--- src/rtl/mux_41_rr_if.sv ---
// Stream bundle for the 4-to-1 round-robin merger: four valid/ready input lanes,
// one registered output beat tagged with its source lane, plus priority status.
interface mux_41_rr_if #(
  parameter int unsigned DATA_W = 8
);
  logic [3:0]          in_valid;
  logic [4*DATA_W-1:0] in_data;
  logic [3:0]          in_ready;
  logic                out_valid;
  logic [DATA_W-1:0]   out_data;
  logic [1:0]          out_sel;
  logic                out_ready;
  logic [1:0]          rr_ptr;

  // Environment side: produces input lanes, consumes the merged stream.
  modport master (
    output in_valid,
    output in_data,
    input  in_ready,
    input  out_valid,
    input  out_data,
    input  out_sel,
    output out_ready,
    input  rr_ptr
  );

  // Merger side.
  modport slave (
    input  in_valid,
    input  in_data,
    output in_ready,
    output out_valid,
    output out_data,
    output out_sel,
    input  out_ready,
    output rr_ptr
  );
endinterface

--- src/rtl/mux_41_rr.sv ---
// 4-to-1 stream merger with round-robin arbitration into a one-entry output register.
// Each beat carries its source lane index so a downstream demux can route it back.
module mux_41_rr #(
  parameter int unsigned DATA_W = 8
) (
  input logic         clk,
  input logic         rst,
  mux_41_rr_if.slave  bus
);

  logic              out_valid_q, out_valid_d;
  logic [DATA_W-1:0] out_data_q, out_data_d;
  logic [1:0]        out_sel_q, out_sel_d;
  logic [1:0]        rr_ptr_q, rr_ptr_d;

  logic              can_load;
  logic              found;
  logic [1:0]        grant;
  logic [1:0]        idx;
  logic [3:0]        ready;
  logic              xfer;
  logic [DATA_W-1:0] chan_data [4];

  always_comb begin
    for (int k = 0; k < 4; k++) begin
      chan_data[k] = bus.in_data[k*DATA_W +: DATA_W];
    end
  end

  // A stalled output register blocks every lane; a draining one can refill in the same cycle.
  assign can_load = !out_valid_q || bus.out_ready;

  // First valid lane searching upward from rr_ptr, wrapping mod 4.
  always_comb begin
    found = 1'b0;
    grant = rr_ptr_q;
    idx   = rr_ptr_q;
    for (int i = 0; i < 4; i++) begin
      idx = rr_ptr_q + 2'(i);
      if (!found && bus.in_valid[idx]) begin
        found = 1'b1;
        grant = idx;
      end
    end
  end

  always_comb begin
    ready = 4'b0000;
    if (found && can_load && !rst) begin
      ready = 4'b0001 << grant;
    end
  end

  assign xfer = |(bus.in_valid & ready);

  always_comb begin
    out_valid_d = out_valid_q;
    out_data_d  = out_data_q;
    out_sel_d   = out_sel_q;
    rr_ptr_d    = rr_ptr_q;
    if (xfer) begin
      out_valid_d = 1'b1;
      out_data_d  = chan_data[grant];
      out_sel_d   = grant;
      rr_ptr_d    = grant + 2'd1;
    end else if (out_valid_q && bus.out_ready) begin
      out_valid_d = 1'b0;
    end
  end

  always_ff @(posedge clk) begin
    if (rst) begin
      out_valid_q <= 1'b0;
      out_data_q  <= '0;
      out_sel_q   <= 2'd0;
      rr_ptr_q    <= 2'd0;
    end else begin
      out_valid_q <= out_valid_d;
      out_data_q  <= out_data_d;
      out_sel_q   <= out_sel_d;
      rr_ptr_q    <= rr_ptr_d;
    end
  end

  assign bus.in_ready  = ready;
  assign bus.out_valid = out_valid_q;
  assign bus.out_data  = out_data_q;
  assign bus.out_sel   = out_sel_q;
  assign bus.rr_ptr    = rr_ptr_q;

endmodule

--- src/flat_wrapper.sv ---
// flat-port wrapper written by rule: the top's interface ports become plain ports
module mux_41_rr_flat 
#(
  parameter int unsigned DATA_W = 8
)
  (clk, rst, bus_in_valid, bus_in_data, bus_in_ready, bus_out_valid, bus_out_data, bus_out_sel, bus_out_ready, bus_rr_ptr);
  mux_41_rr_if #(.DATA_W(DATA_W)) bus_i ();
  input logic clk;
  input logic rst;
  input wire logic [$bits(bus_i.in_valid)-1:0] bus_in_valid;
  input wire logic [$bits(bus_i.in_data)-1:0] bus_in_data;
  output wire logic [$bits(bus_i.in_ready)-1:0] bus_in_ready;
  output wire logic [$bits(bus_i.out_valid)-1:0] bus_out_valid;
  output wire logic [$bits(bus_i.out_data)-1:0] bus_out_data;
  output wire logic [$bits(bus_i.out_sel)-1:0] bus_out_sel;
  input wire logic [$bits(bus_i.out_ready)-1:0] bus_out_ready;
  output wire logic [$bits(bus_i.rr_ptr)-1:0] bus_rr_ptr;
  assign bus_i.in_valid = bus_in_valid;
  assign bus_i.in_data = bus_in_data;
  assign bus_in_ready = bus_i.in_ready;
  assign bus_out_valid = bus_i.out_valid;
  assign bus_out_data = bus_i.out_data;
  assign bus_out_sel = bus_i.out_sel;
  assign bus_i.out_ready = bus_out_ready;
  assign bus_rr_ptr = bus_i.rr_ptr;
  mux_41_rr #(.DATA_W(DATA_W)) u_core (.clk(clk), .rst(rst), .bus(bus_i));
endmodule
--- config.mk ---
export PLATFORM = sky130hd
export DESIGN_NAME = mux_41_rr_flat
export DESIGN_NICKNAME = d
export VERILOG_FILES = /design/src/rtl/mux_41_rr_if.sv /design/src/rtl/mux_41_rr.sv /design/src/flat_wrapper.sv
export SDC_FILE = /design/constraint.sdc
export NUM_CORES = 1
export LEC_CHECK = 0
export CAP_MARGIN = 10
export CORE_MARGIN = 1.5
export CORE_UTILIZATION = 38
export DETAILED_ROUTE_END_ITERATION = 16
export GPL_ROUTABILITY_DRIVEN = 0
export PLACE_DENSITY = 0.82
export SKIP_LAST_GASP = 1
export SYNTH_ARGS = -nofsm -noshare
export SYNTH_HDL_FRONTEND = slang
export SYNTH_SLANG_ARGS = --single-unit
--- constraint.sdc ---
create_clock -name clk -period 2.81 [get_ports clk]
set_input_delay 0.281 -clock clk [delete_from_list [all_inputs] [get_ports clk]]
set_output_delay 0.281 -clock clk [all_outputs]
set_load 0.02 [all_outputs]
==> metrics <==
critical path fanouts, max=8; final worst clock skew=0.00223 ns; Largest stage delay, worst path=0.62 ns; Clock Sinks=13; leakage=0.544 nW; cells after synthesis=89; initial antenna violation count=0; Synth Net Count=128; RSZ-0062 raised after global routing=false; DRT antenna net count=0; Total Routing Usage GR=22.1%; adder-cell share of the synthesized area=0%; Synth top area share=31.3%; CP delay by family, top=buffers and inverters; dpl hpwl=1950 um; CP Capture Type=output port; Slowest cell on crit path=clkdlybuf4s50_1; top cell type by total area after synthesis=dfxtp_1; clock root cell=clkbuf_4; Num CTS Buffers=3; Synth warnings=0; hold_ws=0.463 ns; H-tree depth=1; Synth area leaders=dfxtp_1 (31%), mux2i_1 (19%), o221ai_1 (7.4%), nand3b_1 (6.3%), nor2_1 (5.0%); routed wire length=2490 um; Die Y=49.8 um; FF+latch area=260 um2; setup slack after placement=0.172 ns; pin count of the biggest net entering global routing=15; Tightest Pin Transition=0.507 ns; commonest cells in the netlist=mux2i_1 (16), dfxtp_1 (13), nor2_1 (11); Synth Area in Compound Gates=19.1%; Synth Area in Simple Gates=24.7%; Setup crit start kind=input pin; Setup-failing EPs final=0; fin worst setup slack=0.140 ns; global route total overflow=0; synthesized cell area=832 um2; first-pass GRT wire length=4170 um; post-placement cell area=1420 um2; fmax=375 MHz; Min-Delay Endpoint=u_core.bus.out_sel[0]$_SDFFE_PP0P_; final setup TNS=0 ns; vias in the first global route=991; DRT iter0 DRCs=13; design area=1450 um2; P per Cell Area=432 nW/um2; Synth Register Bits=13; status=completed; Tmin final=2.67 ns; Setup CP Type=in2out; Synth Area per Inst=9.35 um2; Starting Density=41.6%; reg2reg start=u_core.bus.rr_ptr[1]$_SDFFE_PP0P_; num ports=56; Clock Pin Slew Worst Setup and Hold Paths=0.08 ns; Tcrit/Tclk final=95.0%; r2r setup slk=0.78 ns; DR vias/cell=5.33; Max VDD drop=0.000332 V; Min-Delay Path Depth=2; CTS tree=built; FILL cells=157; multiplexer share of the synthesized area=19.2%; largest family of logic cells by synthesized area=simple AND/OR/NAND/NOR gates; total power=0.625 mW; Synth async-reset ratio=0%; worst endpoint required time=2.53 ns; Seq/Total Area, Yosys=31.3%; most frequent cell after synthesis=mux2i_1; Slew headroom=65.9%; P&R area growth vs syn=73.7%; Die ar.=2480 um2; cts repair resizes=0; Worst Hold Class=reg2reg; via count=933; core box area=2000 um2; Final Slew Violations=0; drt wl/cell=14.2 um; Max-cap violations=0; most frequent CP cell=clkdlybuf4s50_1; Buf+Inv Stages, Crit Path=2; number of distinct library cells after synthesis=30; Post-CTS Setup Inserts=0; # nets final=188; CTS Buffer Depth=2; HP Start=u_core.bus.out_sel[0]$_SDFFE_PP0P_; leading register cell type out of synthesis=dfxtp_1; DR DRC count=0; final hold vios=0; layout cell share with drive strength beyond 1=8.78%; FF-to-FF End=u_core.bus.out_data[6]$_SDFFE_PP0P_; critical path cell sequence=clkdlybuf4s50_1, nor4_1, nor3_2, nand2b_1, nor2_1, clkdlybuf4s50_1; Port Buf Inserts=55; Die X=49.8 um; ANT cells=0; Pre-antenna DRT Iters=4; Arrival @ worst endpoint=2.39 ns; Rows=16; EDFF count, synth=0; Hold Buf Count CTS=0; reg2reg path depth=6; clock latency at the later pin of the worst-skew pair=0.27 ns; xor and xnor area share after synthesis=1.05%; area occupied by multi-input gates=533 um2
-- worst max-delay path by stage --
| stage | slack (ns) | cells past startpoint | to | start |
|---|---|---|---|---|
| 6_report | 0.14 | 6 | bus_in_ready[1] | bus_in_valid[2] |
| 5_1_grt | 0.03 | 7 | bus_in_ready[2] | bus_in_valid[0] |
| 4_1_cts | 0.16 | 6 | bus_in_ready[1] | bus_in_valid[3] |
| 3_5_place_dp | 0.17 | 6 | bus_in_ready[1] | bus_in_valid[3] |
| 3_3_place_gp | 0.21 | 6 | bus_in_ready[1] | bus_in_valid[3] |
| 2_1_floorplan | 0.94 | 6 | bus_in_ready[0] | u_core.bus.rr_ptr[1]$_SDFFE_PP0P_ |
-- layout by cell type, fill, tap and decap left out, types with 2 or more instances in the layout --
master	Yosys	routed
a2111oi_2	2	2
a21oi_1	2	2
buf_4	0	5
clkbuf_4	0	3
clkdlybuf4s50_1	0	55
dfxtp_1	13	13
mux2i_1	16	16
nand2_1	2	2
nand3b_1	7	7
nor2_1	11	11
nor2b_1	5	5
nor3_1	2	2
o221ai_1	7	7
-- cell type report --
type | count | area share (%)
Inverter | 1 | 0.260
Timing Repair Buffer | 60 | 40.7
Clock buffer | 4 | 1.82
Sequential cell | 13 | 18.0
Tap cell | 27 | 2.34
Multi-Input combinational cell | 70 | 36.9
-- through the flow --
stage                     std cells  utilization, %
after global routing            175            72.2
after CTS                       175            72.2
final                           175            72.2
after detailed placement        171            70.9
after floorplan                  89               -
after global placement          171            70.9
-- sequential cells by signal (all words and copies together) (netlist names) --
register and flops:
u_core.bus.out_data 8, u_core.bus.out_sel 2, u_core.bus.out_valid 1, u_core.bus.rr_ptr 2
-- per-layer routing --
| layer | part of all wire, % | track usage, % | wire, um |
|---|---|---|---|
| met5 | 0 | 0 | 0 |
| met1 | 42 | 25.7 | 1060 |
| met4 | 2.2 | 11.6 | 54 |
| met3 | 9.9 | 8.48 | 246 |
| met2 | 46 | 34.9 | 1140 |
-- cells by family (layout without fill, tap and decap cells) --
| group | Yosys count | in the layout |
|---|---|---|
| xor gates and xnor gates | 1 | 1 |
| DFF | 13 | 13 |
| AOI/OAI and AO/OA | 18 | 18 |
| muxes | 16 | 16 |
| and+or+nand+nor | 35 | 35 |
| buffers and inverters | 6 | 65 |
-- worst register-to-register path, cell delays in order (launching register included) --
cell	delay, ns
dfxtp_1	0.46
nor3_1	0.12
nor4_2	0.28
or2_1	0.32
buf_4	0.31
mux2i_1	0.26
o221ai_1	0.15
-- power breakdown --
| part | switching (mW) | total, mW | internal [mW] |
|---|---|---|---|
| Sequential | 0.0162 | 0.226 | 0.210 |
| Clock | 0.0599 | 0.115 | 0.0551 |
| Combinational | 0.130 | 0.284 | 0.154 |
Note: power is estimated with default switching activity, not from simulation.
